<file path="src/rtl/conv1_stream_loader_pkg.sv">
// Shared constants and FSM encoding for the conv1 stream loader.
// Default sizes describe a 28x28 single-channel image feeding a 2-filter 5x5 conv layer.
package conv1_stream_loader_pkg;

    localparam int DEFAULT_DATA_WIDTH = 16;
    localparam int DEFAULT_NP         = 784;
    localparam int DEFAULT_NW         = 50;
    localparam int DEFAULT_NB         = 2;

    typedef enum logic [2:0] {
        IDLE,
        PULSE,
        IMG,
        WGT,
        BIAS,
        DRAIN,
        WAIT_FIN
    } state_t;

endpackage

</file>
<file path="src/rtl/conv1_addr_gen.sv">
// Source-memory address counter with phase-boundary decode for the conv1 loader.
// The counter saturates on the last word instead of wrapping.
module conv1_addr_gen
    import conv1_stream_loader_pkg::*;
#(
    parameter int NP         = DEFAULT_NP,
    parameter int NW         = DEFAULT_NW,
    parameter int NB         = DEFAULT_NB,
    parameter int ADDR_WIDTH = 10
) (
    input  logic                  clk,
    input  logic                  reset_n,
    input  logic                  clear,
    input  logic                  advance,
    output logic [ADDR_WIDTH-1:0] addr,
    output logic                  img_last,
    output logic                  wgt_last,
    output logic                  all_last
);

    localparam logic [ADDR_WIDTH-1:0] IMG_END = ADDR_WIDTH'(NP - 1);
    localparam logic [ADDR_WIDTH-1:0] WGT_END = ADDR_WIDTH'(NP + NW - 1);
    localparam logic [ADDR_WIDTH-1:0] ALL_END = ADDR_WIDTH'(NP + NW + NB - 1);

    always_ff @(posedge clk or negedge reset_n) begin
        if (!reset_n) begin
            addr <= '0;
        end else if (clear) begin
            addr <= '0;
        end else if (advance && !all_last) begin
            addr <= addr + 1'b1;
        end
    end

    assign img_last = (addr == IMG_END);
    assign wgt_last = (addr == WGT_END);
    assign all_last = (addr == ALL_END);

endmodule

</file>
<file path="src/rtl/conv1_stream_loader.sv">
// Streams pixels, weights and biases from a flat source memory into the conv1 layer.
// Optional feature: define CONV1_LOADER_CHECKSUM_EN to add a 32-bit running checksum output.
module conv1_stream_loader
    import conv1_stream_loader_pkg::*;
#(
    parameter int IN_CHANNELS  = 1,
    parameter int OUT_CHANNELS = 2,
    parameter int IN_IMG_SIZE  = 28,
    parameter int KERNEL_SIZE  = 5,
    parameter int DATA_WIDTH   = DEFAULT_DATA_WIDTH,
    parameter int ADDR_WIDTH   = 10
) (
    input  logic                         clk,
    input  logic                         reset_n,
    input  logic                         start,
    output logic                         busy,
    output logic                         done,
    output logic                         err,
    output logic                         mem_rd_en,
    output logic        [ADDR_WIDTH-1:0] mem_addr,
    input  logic signed [DATA_WIDTH-1:0] mem_rdata,
    output logic                         start_conv1,
    output logic                         data_valid,
    output logic signed [DATA_WIDTH-1:0] partial_image_in,
    output logic signed [DATA_WIDTH-1:0] partial_weights_in,
    output logic signed [DATA_WIDTH-1:0] partial_biases_in,
    input  logic                         finish_conv1
`ifdef CONV1_LOADER_CHECKSUM_EN
    ,
    output logic                  [31:0] checksum
`endif
);

    localparam int NP = IN_IMG_SIZE * IN_IMG_SIZE * IN_CHANNELS;
    localparam int NW = KERNEL_SIZE * KERNEL_SIZE * IN_CHANNELS * OUT_CHANNELS;
    localparam int NB = OUT_CHANNELS;

    state_t state;
    logic   accept;
    logic   streaming;
    logic   img_last;
    logic   wgt_last;
    logic   all_last;

    assign accept    = (state == IDLE) && start;
    assign streaming = (state == IMG) || (state == WGT) || (state == BIAS);

    conv1_addr_gen #(
        .NP        (NP),
        .NW        (NW),
        .NB        (NB),
        .ADDR_WIDTH(ADDR_WIDTH)
    ) u_addr_gen (
        .clk     (clk),
        .reset_n (reset_n),
        .clear   (accept),
        .advance (streaming),
        .addr    (mem_addr),
        .img_last(img_last),
        .wgt_last(wgt_last),
        .all_last(all_last)
    );

    // The word read this cycle belongs to the current phase state, so it is steered by state directly.
    always_ff @(posedge clk or negedge reset_n) begin
        if (!reset_n) begin
            state              <= IDLE;
            busy               <= 1'b0;
            done               <= 1'b0;
            err                <= 1'b0;
            mem_rd_en          <= 1'b0;
            start_conv1        <= 1'b0;
            data_valid         <= 1'b0;
            partial_image_in   <= '0;
            partial_weights_in <= '0;
            partial_biases_in  <= '0;
        end else begin
            done       <= 1'b0;
            data_valid <= mem_rd_en;
            if (finish_conv1 && (state != WAIT_FIN)) begin
                err <= 1'b1;
            end
            if (mem_rd_en) begin
                case (state)
                    IMG:     partial_image_in   <= mem_rdata;
                    WGT:     partial_weights_in <= mem_rdata;
                    BIAS:    partial_biases_in  <= mem_rdata;
                    default: ;
                endcase
            end
            case (state)
                IDLE: begin
                    if (start) begin
                        state       <= PULSE;
                        start_conv1 <= 1'b1;
                        busy        <= 1'b1;
                    end
                end
                PULSE: begin
                    start_conv1 <= 1'b0;
                    mem_rd_en   <= 1'b1;
                    state       <= IMG;
                end
                IMG: begin
                    if (img_last) state <= WGT;
                end
                WGT: begin
                    if (wgt_last) state <= BIAS;
                end
                BIAS: begin
                    if (all_last) begin
                        mem_rd_en <= 1'b0;
                        state     <= DRAIN;
                    end
                end
                DRAIN: begin
                    state <= WAIT_FIN;
                end
                WAIT_FIN: begin
                    if (finish_conv1) begin
                        done  <= 1'b1;
                        busy  <= 1'b0;
                        state <= IDLE;
                    end
                end
                default: state <= IDLE;
            endcase
        end
    end

`ifdef CONV1_LOADER_CHECKSUM_EN
    logic [31:0] rdata_ext;
    assign rdata_ext = {{(32 - DATA_WIDTH){mem_rdata[DATA_WIDTH-1]}}, mem_rdata};

    always_ff @(posedge clk or negedge reset_n) begin
        if (!reset_n) begin
            checksum <= '0;
        end else if (accept) begin
            checksum <= '0;
        end else if (mem_rd_en) begin
            checksum <= checksum + rdata_ext;
        end
    end
`endif

endmodule
</file>
<file path="config.mk">
export PLATFORM = sky130hd
export DESIGN_NAME = conv1_stream_loader
export DESIGN_NICKNAME = d
export VERILOG_FILES = /design/src/rtl/conv1_stream_loader_pkg.sv /design/src/rtl/conv1_addr_gen.sv /design/src/rtl/conv1_stream_loader.sv
export SDC_FILE = /design/constraint.sdc
export NUM_CORES = 1
export LEC_CHECK = 0
export CAP_MARGIN = 20
export CELL_PAD_IN_SITES_DETAIL_PLACEMENT = 2
export CELL_PAD_IN_SITES_GLOBAL_PLACEMENT = 2
export CORE_MARGIN = 4
export CORE_UTILIZATION = 34
export CTS_CLUSTER_SIZE = 28
export DETAILED_ROUTE_END_ITERATION = 10
export PLACE_DENSITY = 0.95
export SETUP_SLACK_MARGIN = 0.5
export SLEW_MARGIN = 20
export SYNTH_ARGS = -nofsm -noshare
export SYNTH_HDL_FRONTEND = slang
export SYNTH_SLANG_ARGS = --single-unit
export TNS_END_PERCENT = 1
</file>
<file path="constraint.sdc">
create_clock -name clk -period 4.7 [get_ports clk]
set_clock_uncertainty 0.05 [all_clocks]
set_input_delay 0.94 -clock clk [delete_from_list [all_inputs] [get_ports clk]]
set_output_delay 0.94 -clock clk [all_outputs]
set_load 0.01 [all_outputs]
</file>
==> results of run 1 <==
==> stage by stage <==
stage | power, W | hold slack (ps)
floorplan | 0.0006076 | 443.2
global placement | 0.0006540 | 393.8
detailed placement | 0.0006579 | 397.4
CTS | 0.001099 | 413.7
global route | 0.001133 | 439.3
finish | 0.001083 | 410.4
==> metal layers <==
layer	vias up	global-route usage, %	share of wire, %
met5	-	0	0
met4	0	6.828	1.9
met3	16	3.506	3.6
met2	60	28.77	53
met1	1010	18.41	41
li1	903	-	-
==> state kept, by name (all words and copies together), names as in the netlist <==
register	cells
partial_image_in	16
u_addr_gen.addr	10
partial_weights_in	16
err	1
data_valid	1
state	3
done	1
partial_biases_in	16
busy	1
start_conv1	1
mem_rd_en	1
==> kinds of logic after synthesis <==
family | after synthesis | synth area share, %
and+or+nand+nor | 40 | 8.912
DFF | 67 | 58.82
AOI/OAI and AO/OA | 23 | 5.708
adders and majority gates | 2 | 0.8778
muxes | 50 | 20.98
buffers and inverters | 11 | 2.853
xor gates and xnor gates | 6 | 1.844
==> report_power, final <==
group	switching (W)	leakage [nW]	internal, W
clock	0.000219	0.0884	0.000219
combinational	0.0000265	0.777	0.0000311
sequential	0.00000389	0.859	0.000583
==> worst max-delay path: cells and delay by family (launching register included) <==
family	cells	cell delay [ps]
flops	1	580
mux	1	420
simple gates	2	1290
==> layout by cell type (no fill, tap or decap), types with 2 or more instances in the layout <==
cell / synthesis / layout
a21oi_1: 4 / 4
and2_1: 2 / 2
and2b_1: 2 / 2
and3_1: 2 / 2
and4_1: 5 / 5
clkbuf_8: 0 / 11
clkdlybuf4s50_1: 0 / 82
clkinv_2: 0 / 2
clkinvlp_4: 0 / 2
dfrtp_1: 67 / 67
ha_1: 2 / 2
inv_1: 3 / 3
mux2_2: 38 / 38
mux2_4: 10 / 10
mux2i_1: 2 / 2
nand2_1: 6 / 6
nand3_1: 2 / 2
nand3b_1: 2 / 2
nor2_1: 11 / 11
o2111ai_1: 3 / 3
o211ai_1: 4 / 4
o21ai_0: 4 / 4
xor2_1: 6 / 6
==> final cells by class <==
cell class                 instances  area (sq um)  share of cell area (%)
clock inverter                     4         25.02                  0.6376
multi-input combinational        121          1092                   27.83
clock buffer                      12         155.1                   3.953
sequential                        67          1677                   42.72
inverter                           3         11.26                  0.2869
timing repair buffer              84         833.3                   21.23
tap                              105         131.4                   3.347
==> worst min path at each step <==
| stage | slack, ps | end | cells after the start | start |
|---|---|---|---|---|
| 3_3_place_gp | 390 | err | 1 | err |
| 2_1_floorplan | 440 | err | 1 | err |
| 3_5_place_dp | 400 | err | 1 | err |
| 6_report | 410 | err | 1 | err |
| 5_1_grt | 440 | err | 1 | err |
| 4_1_cts | 410 | err | 1 | err |
==> impl_metrics.tcl, run 1 <==
set metrics [dict create \
    rr_worst_depth 3 \
    syn_area_sq_um 2850 \
    final_util_pct 48.01 \
    cts.repair.resized 0 \
    globalplace.congestion 0.8065 \
    critical-path-max-stage-delay_ps 840 \
    synth-edff-count 0 \
    start_util_pct 34.86 \
    cts-htree-levels 3 \
    status "finished clean" \
    num_io_pins 84 \
    slowest_stage "and2_1" \
    diodes 0 \
    root_buffer "clkbuf_8" \
    powerDensity_nw_per_um2 275.9 \
    firstDrtPassIters 4 \
    async_flop_share_pct 100.0 \
    area_growth_pct 37.71 \
    yosysSeqAreaShare_pct 58.82 \
    finalSetupViolations 0 \
    r2r_end "partial_biases_in[0]" \
    p_leak_nw 1.724 \
    endpoint_kind "register" \
    cp-endpoint "partial_biases_in[0]" \
    yosys.cell_count.top_type "dfrtp_1" \
    r2r_setup_slack_ps 2240 \
    fp.dieH_microns 99.56 \
    grt_pass1_wl_microns 12210 \
    synthDominantCellAreaShare_pct 58.82 \
    drc 0 \
    synthCells 199 \
    drv_slew 0 \
    arrival_ps 2650 \
    hp-class "register to register" \
    start_kind "register" \
    tns_ps 0 \
    pre_cts_slack_ps 2171 \
    nets 308 \
    grt_antenna_before_repair 0 \
    synth-main-ff-cell "dfrtp_1" \
    ir_worst_vdd_uv 124.4 \
    dieArea_sq_um 9912 \
    wl_microns 7748 \
    coreArea_sq_um 8175 \
    final_cells 396 \
    cp_cell_sequence "nor3b_4 > and2_1 > mux2_2" \
    grt_overflow 0 \
    ys.warnings.count 0 \
    min_period_ps 2459 \
    setup.worst_path.start "state[0]" \
    drive_gt1_share_pct 23.71 \
    clk_pin_slew_ps 80 \
    fp.dieW_microns 99.56 \
    fmax_ghz 0.4066 \
    syn-mean-instance-area_sq_um 14.32 \
    cap_violations 0 \
    grt_pass1_vias 2245 \
    tritoncts "built" \
    clk_latency_ps 340 \
    synthTopCellsByCount "dfrtp_1, mux2_2, nor2_1, mux2_4" \
    path_max_fanout 16 \
    cts_hold_buf 0 \
    dpl.cell_count 380 \
    ant_nets 0 \
    max_slew_margin_pct 34.40 \
    io_buffers 83 \
    cts_setup_buffers 0 \
    track_usage_pct 16.07 \
    rsz0062_at_grt "false" \
    placed_cell_area_sq_um 3745 \
    synth_cell_type_count 40 \
    worstMarginPinSlew_ps 984.0 \
    wl_per_cell_microns 19.57 \
    syn-num-nets 221 \
    cts_buffer_depth 2 \
    numCtsBuffers 9 \
    via_per_inst 5.023 \
    dpl.hpwl_microns 5698 \
    rows 33 \
    hold_violations 0 \
    vias 1989 \
    fin_crit_sh_pct 52.32 \
    synth_seq_cells 67 \
    crit_type "register to register" \
    worst_slack_ps 2241 \
    finish.instance_area_sq_um 3925 \
    drt-initial-drc-count 11 \
    regToRegStartpoint "state[0]" \
    yosysTopAreaCell "dfrtp_1" \
    fill_cells 804 \
    grt_max_degree 36 \
    cp.required_ps 4890 \
    clkSinkCount 67 \
    ys_top_cells_by_area "dfrtp_1, mux2_2, mux2_4, xor2_1, and4_1" \
]
Note: power is estimated with default switching activity, not from simulation.
==> run 2: changes to the inputs <==
- CORE_UTILIZATION: 34 -> 28
- PLACE_DENSITY: 0.95 -> 0.85
- clock period: 4.7 -> 2.2 ns (I/O delays scaled with it)
==> run 2 against run 1 <==
Effect of this change:
- global-route usage shrank 2.4 points
- final area is 6.7% higher
- via count up 1.7%
- sequential power is 110% higher
- combinational power up 120%
- highest routed layer unchanged
==> impl_metrics.tcl, run 2 (synthesis gave the netlist of run 1 again) <==
set metrics [dict create \
    min_period_ps 1816 \
    r2r_setup_slack_ps 430 \
    grt_pass1_wl_microns 12400 \
    drv_slew 0 \
    cp.required_ps 1710 \
    critical-path-max-stage-delay_ps 560 \
    fin_crit_sh_pct 82.54 \
    clkSinkCount 67 \
    finalSetupViolations 0 \
    clk_pin_slew_ps 80 \
    area_growth_pct 46.93 \
    tritoncts "built" \
    start_util_pct 28.89 \
    track_usage_pct 13.63 \
    cts-htree-levels 3 \
    wl_microns 7903 \
    start_kind "register" \
    tns_ps 0 \
    slowest_stage "clkdlybuf4s50_1" \
    fin_hold_ws_ps 74.87 \
    cp_cell_sequence "clkdlybuf4s50_1" \
    fmax_ghz 0.5507 \
    clk_latency_ps 330 \
    powerDensity_nw_per_um2 628.7 \
    cp.buffers_inverters 1 \
    via_per_inst 4.587 \
    drive_gt1_share_pct 31.82 \
    grt_antenna_before_repair 0 \
    dpl.hpwl_microns 5535 \
    ir_worst_vdd_uv 446.9 \
    rsz0062_at_grt "true" \
    endpoint_kind "primary output" \
    worstMarginPinSlew_ps 571.2 \
    root_buffer "clkbuf_8" \
    dieArea_sq_um 11860 \
    crit_type "register to primary output" \
    io_buffers 83 \
    hp-class "primary input to asynchronous set/reset pin" \
    p_leak_nw 1.855 \
    ant_nets 0 \
    max_slew_margin_pct 61.78 \
    cpLargestDelayFamily "buffers and inverters" \
    drc 0 \
    diodes 0 \
    fill_cells 953 \
    path_max_fanout 6 \
    num_io_pins 84 \
    globalplace.congestion 0.7960 \
    fp.dieW_microns 108.9 \
    coreArea_sq_um 9864 \
    drt-initial-drc-count 22 \
    hold_violations 0 \
    wl_per_cell_microns 17.92 \
    rows 36 \
    status "finished clean" \
    layout_commonest_cell "clkdlybuf4s50_1" \
    grt_max_degree 68 \
    grt_overflow 0 \
    cts_buffer_depth 2 \
    nets 325 \
    arrival_ps 1330 \
    reg_top3 "partial_biases_in: 16 flops, partial_image_in: 16 flops, partial_weights_in: 16 flops" \
    cap_violations 0 \
    numCtsBuffers 9 \
    fp.dieH_microns 108.9 \
    firstDrtPassIters 4 \
    final_cell_mix "clkdlybuf4s50_1, dfrtp_1, mux2_2" \
    vias 2023 \
    grt_pass1_vias 2230 \
]
## run 2: cell types whose count changed in the layout (fill, tap and decap cells not counted), moves of 2 or more
cell | previous run | this run
dfrtp_2 | 0 | 10
dfrtp_1 | 67 | 57
clkinv_4 | 0 | 2
clkbuf_8 | 11 | 9
clkinv_2 | 2 | 0
bufinv_16 | 0 | 3
buf_4 | 1 | 17
clkdlybuf4s50_1 | 82 | 80
## run 2: what timing repair did
item,in CTS,in global routing
buffers inserted,0,12
resized for setup,6,7
pin swaps,0,0
hold buffers,0,0
endpoints found under the setup margin,98,122
## run 2: area by class of cell
class | count | area, sq um | share of cell area [%]
clock buffer | 9 | 123.9 | 2.958
clock inverter | 7 | 123.9 | 2.958
inverter | 3 | 11.26 | 0.2689
multi-input combinational | 121 | 1099 | 26.23
sequential | 67 | 1689 | 40.33
tap | 133 | 166.4 | 3.974
timing repair buffer | 101 | 974.7 | 23.27
## run 2: where the power goes
group	total, W	switching (W)	internal [W]	leakage [nW]
registers	0.00125	0.00000793	0.00125	0.849
logic	0.000126	0.0000574	0.0000689	0.886
clock network	0.00125	0.000492	0.000761	0.120
## run 2: per-stage QoR
step                      cells  cell area (sq um)  power [W]  utilization (%)  setup slack (ps)
after detailed placement    413               3830   0.001408            38.83             383.3
after floorplan             199               2856   0.001298                -             482.0
after CTS                   429               4083   0.002686            41.39             328.8
after global routing        441               4188   0.002761            42.45             307.0
after global placement      413               3830   0.001402            38.83             434.0
final                       441               4188   0.002633            42.45             384.1
## run 2: layer usage
metal | wire length, microns | global-route usage [%]
met1 | 3636 | 17.69
met2 | 3824 | 22.81
met3 | 398 | 3.079
met4 | 44 | 3.787
met5 | 0 | 0
## run 2: worst paths after layout
kind                                    startpoint               endpoint  cells past startpoint
worst max-delay path            u_addr_gen.addr[6]            mem_addr[6]                      1
worst min-delay path                       reset_n  partial_biases_in[13]                      2
worst max register to register            state[2]     u_addr_gen.addr[8]                      5
worst min register to register                 err                    err                      1
max in group asynchronous                  reset_n     u_addr_gen.addr[2]                      2
min in group clk                               err                    err                      1
==> run 3: changes to the inputs <==
- CORE_UTILIZATION: 28 -> 31
- PLACE_DENSITY: 0.85 -> 0.89
- clock period: 2.2 -> 1.8 ns (I/O delays scaled with it)
==> run 3 against run 2 <==
Effect of this change:
- utilization grew 6.0 points
- die area shrank 9.0%
- sequential share of layout area shrank 1.0 points
- worst setup slack lost 250 ps
- critical endpoint is now u_addr_gen.addr[8]
- largest power group unchanged
==> impl_metrics.tcl, run 3 (synthesis gave the netlist of run 1 again) <==
set metrics [dict create \
    status "finished clean" \
    grt_pass1_wl_microns 14560 \
    grt_overflow 0 \
    cpLargestDelayFamily "simple AND/OR/NAND/NOR gates" \
    finalSetupViolations 0 \
    rows 34 \
    start_kind "register" \
    endpoint_kind "register" \
    clk_latency_ps 340 \
    wl_per_cell_microns 20.70 \
    hold_violations 0 \
    rsz0062_at_grt "true" \
    coreArea_sq_um 8848 \
    path_max_fanout 4 \
    globalplace.congestion 0.7731 \
    layout_commonest_cell "dlygate4sd2_1" \
    crit_type "register to register" \
    cap_violations 0 \
    ir_worst_vdd_uv 310.6 \
    grt_pass1_vias 2490 \
    tritoncts "built" \
    clk_pin_slew_ps 80 \
    cts-htree-levels 3 \
    wl_microns 9004 \
    numCtsBuffers 9 \
    reg_top3 "partial_biases_in: 16 flops, partial_image_in: 16 flops, partial_weights_in: 16 flops" \
    io_buffers 83 \
    hp-class "register to register" \
    fmax_ghz 0.6020 \
    start_util_pct 32.21 \
    firstDrtPassIters 4 \
    dpl.hpwl_microns 5706 \
    nets 344 \
    cp.depth 6 \
    fp.dieH_microns 103.9 \
    critical-path-max-stage-delay_ps 400 \
    via_per_inst 4.949 \
    diodes 0 \
    placed_cell_area_sq_um 3856 \
    final_cell_mix "dlygate4sd2_1, dfrtp_1, mux2_2" \
    powerDensity_nw_per_um2 681.5 \
    cts_buffer_depth 2 \
    cp.buffers_inverters 2 \
    drc 0 \
    rr_worst_depth 6 \
    ant_nets 0 \
    max_slew_margin_pct 75.19 \
    arrival_ps 1860 \
    area_growth_pct 50.31 \
    fp.dieW_microns 103.9 \
    track_usage_pct 16.93 \
    slowest_stage "dfrtp_1" \
    finish.instance_area_sq_um 4284 \
    drive_gt1_share_pct 37.00 \
    dieArea_sq_um 10790 \
    vias 2153 \
    p_leak_nw 2.130 \
    worstMarginPinSlew_ps 372.1 \
    cp_cell_sequence "buf_6 > nor3b_4 > buf_6 > o21ai_4 > or3_1 > a21oi_1" \
    clkSinkCount 67 \
    num_io_pins 84 \
    min_period_ps 1661 \
    root_buffer "clkbuf_8" \
    grt_max_degree 68 \
    tns_ps 0 \
    min_delay_path_depth 1 \
    drt-initial-drc-count 51 \
    fin_crit_sh_pct 92.28 \
    drv_slew 0 \
    final_util_pct 48.42 \
    cpMostUsedCell "buf_6" \
    cp.required_ps 2000 \
    grt_antenna_before_repair 0 \
]
-- run 3: cell types whose count changed in the layout (fill, tap and decap cells not counted), sizes merged --
cell and delta:
bufinv -2, clkdlybuf4s50 -62, dlymetal6s2s -1, dlygate4sd3 +1, clkbuf +1, clkdlybuf4s15 +1, buf +18, clkinvlp +2
inv -1, dlygate4sd2 +62
-- run 3: stage by stage --
step / worst slack (ps) / hold WS [ps] / std cells / power [W]
global route: 63.30 / 447.2 / 435 / 0.003064
finish: 138.9 / 405.5 / 435 / 0.002920
CTS: 214.9 / 414.8 / 431 / 0.002952
detailed placement: 69.66 / 370.4 / 394 / 0.001722
global placement: 120.4 / 358.2 / 394 / 0.001714
floorplan: 82.00 / 14.41 / 199 / 0.001586
-- run 3: power by group --
part | total, W | internal [W] | switching (W)
sequential | 0.00153 | 0.00152 | 0.00000960
clock | 0.00124 | 0.000640 | 0.000603
combinational | 0.000145 | 0.0000725 | 0.0000721
total | 0.00292 | 0.00223 | 0.000685
-- run 3: timing repair --
item	in CTS	in global routing
setup endpoints to repair	127	130
gates cloned	1	0
hold buffers	1	0
pin swaps	7	6
endpoints found under the hold margin	25	0
buffers inserted	19	4
resized for setup	95	5
-- run 3: cell type report --
cell class	instances	area, sq um
multi-input cells	121	1154
inverters	3	11.26
clock inverters	6	66.31
clock buffers	10	127.6
flip-flops and latches	67	1684
repair buffers	120	1106
fillers	905	4564
well taps	108	135.1
-- run 3: metal layers --
| layer | share of wire [%] | up-vias | track usage (%) | wire length [microns] |
|---|---|---|---|---|
| li1 | - | 960 | - | - |
| met5 | 0 | - | 0 | 0 |
| met2 | 56 | 61 | 31.94 | 5053 |
| met3 | 4.6 | 10 | 5.028 | 412 |
| met4 | 0.81 | 0 | 3.704 | 73 |
| met1 | 38 | 1122 | 18.65 | 3465 |
-- run 3: path summary, 6_finish.rpt --
check / to / startpoint / slack (ps)
max: u_addr_gen.addr[8] / state[1] / 140
min: err / err / 410
max reg2reg: u_addr_gen.addr[8] / state[1] / 140
min reg2reg: err / err / 410
max in group asynchronous: u_addr_gen.addr[4] / reset_n / 860
min in group asynchronous: partial_weights_in[9] / reset_n / 500
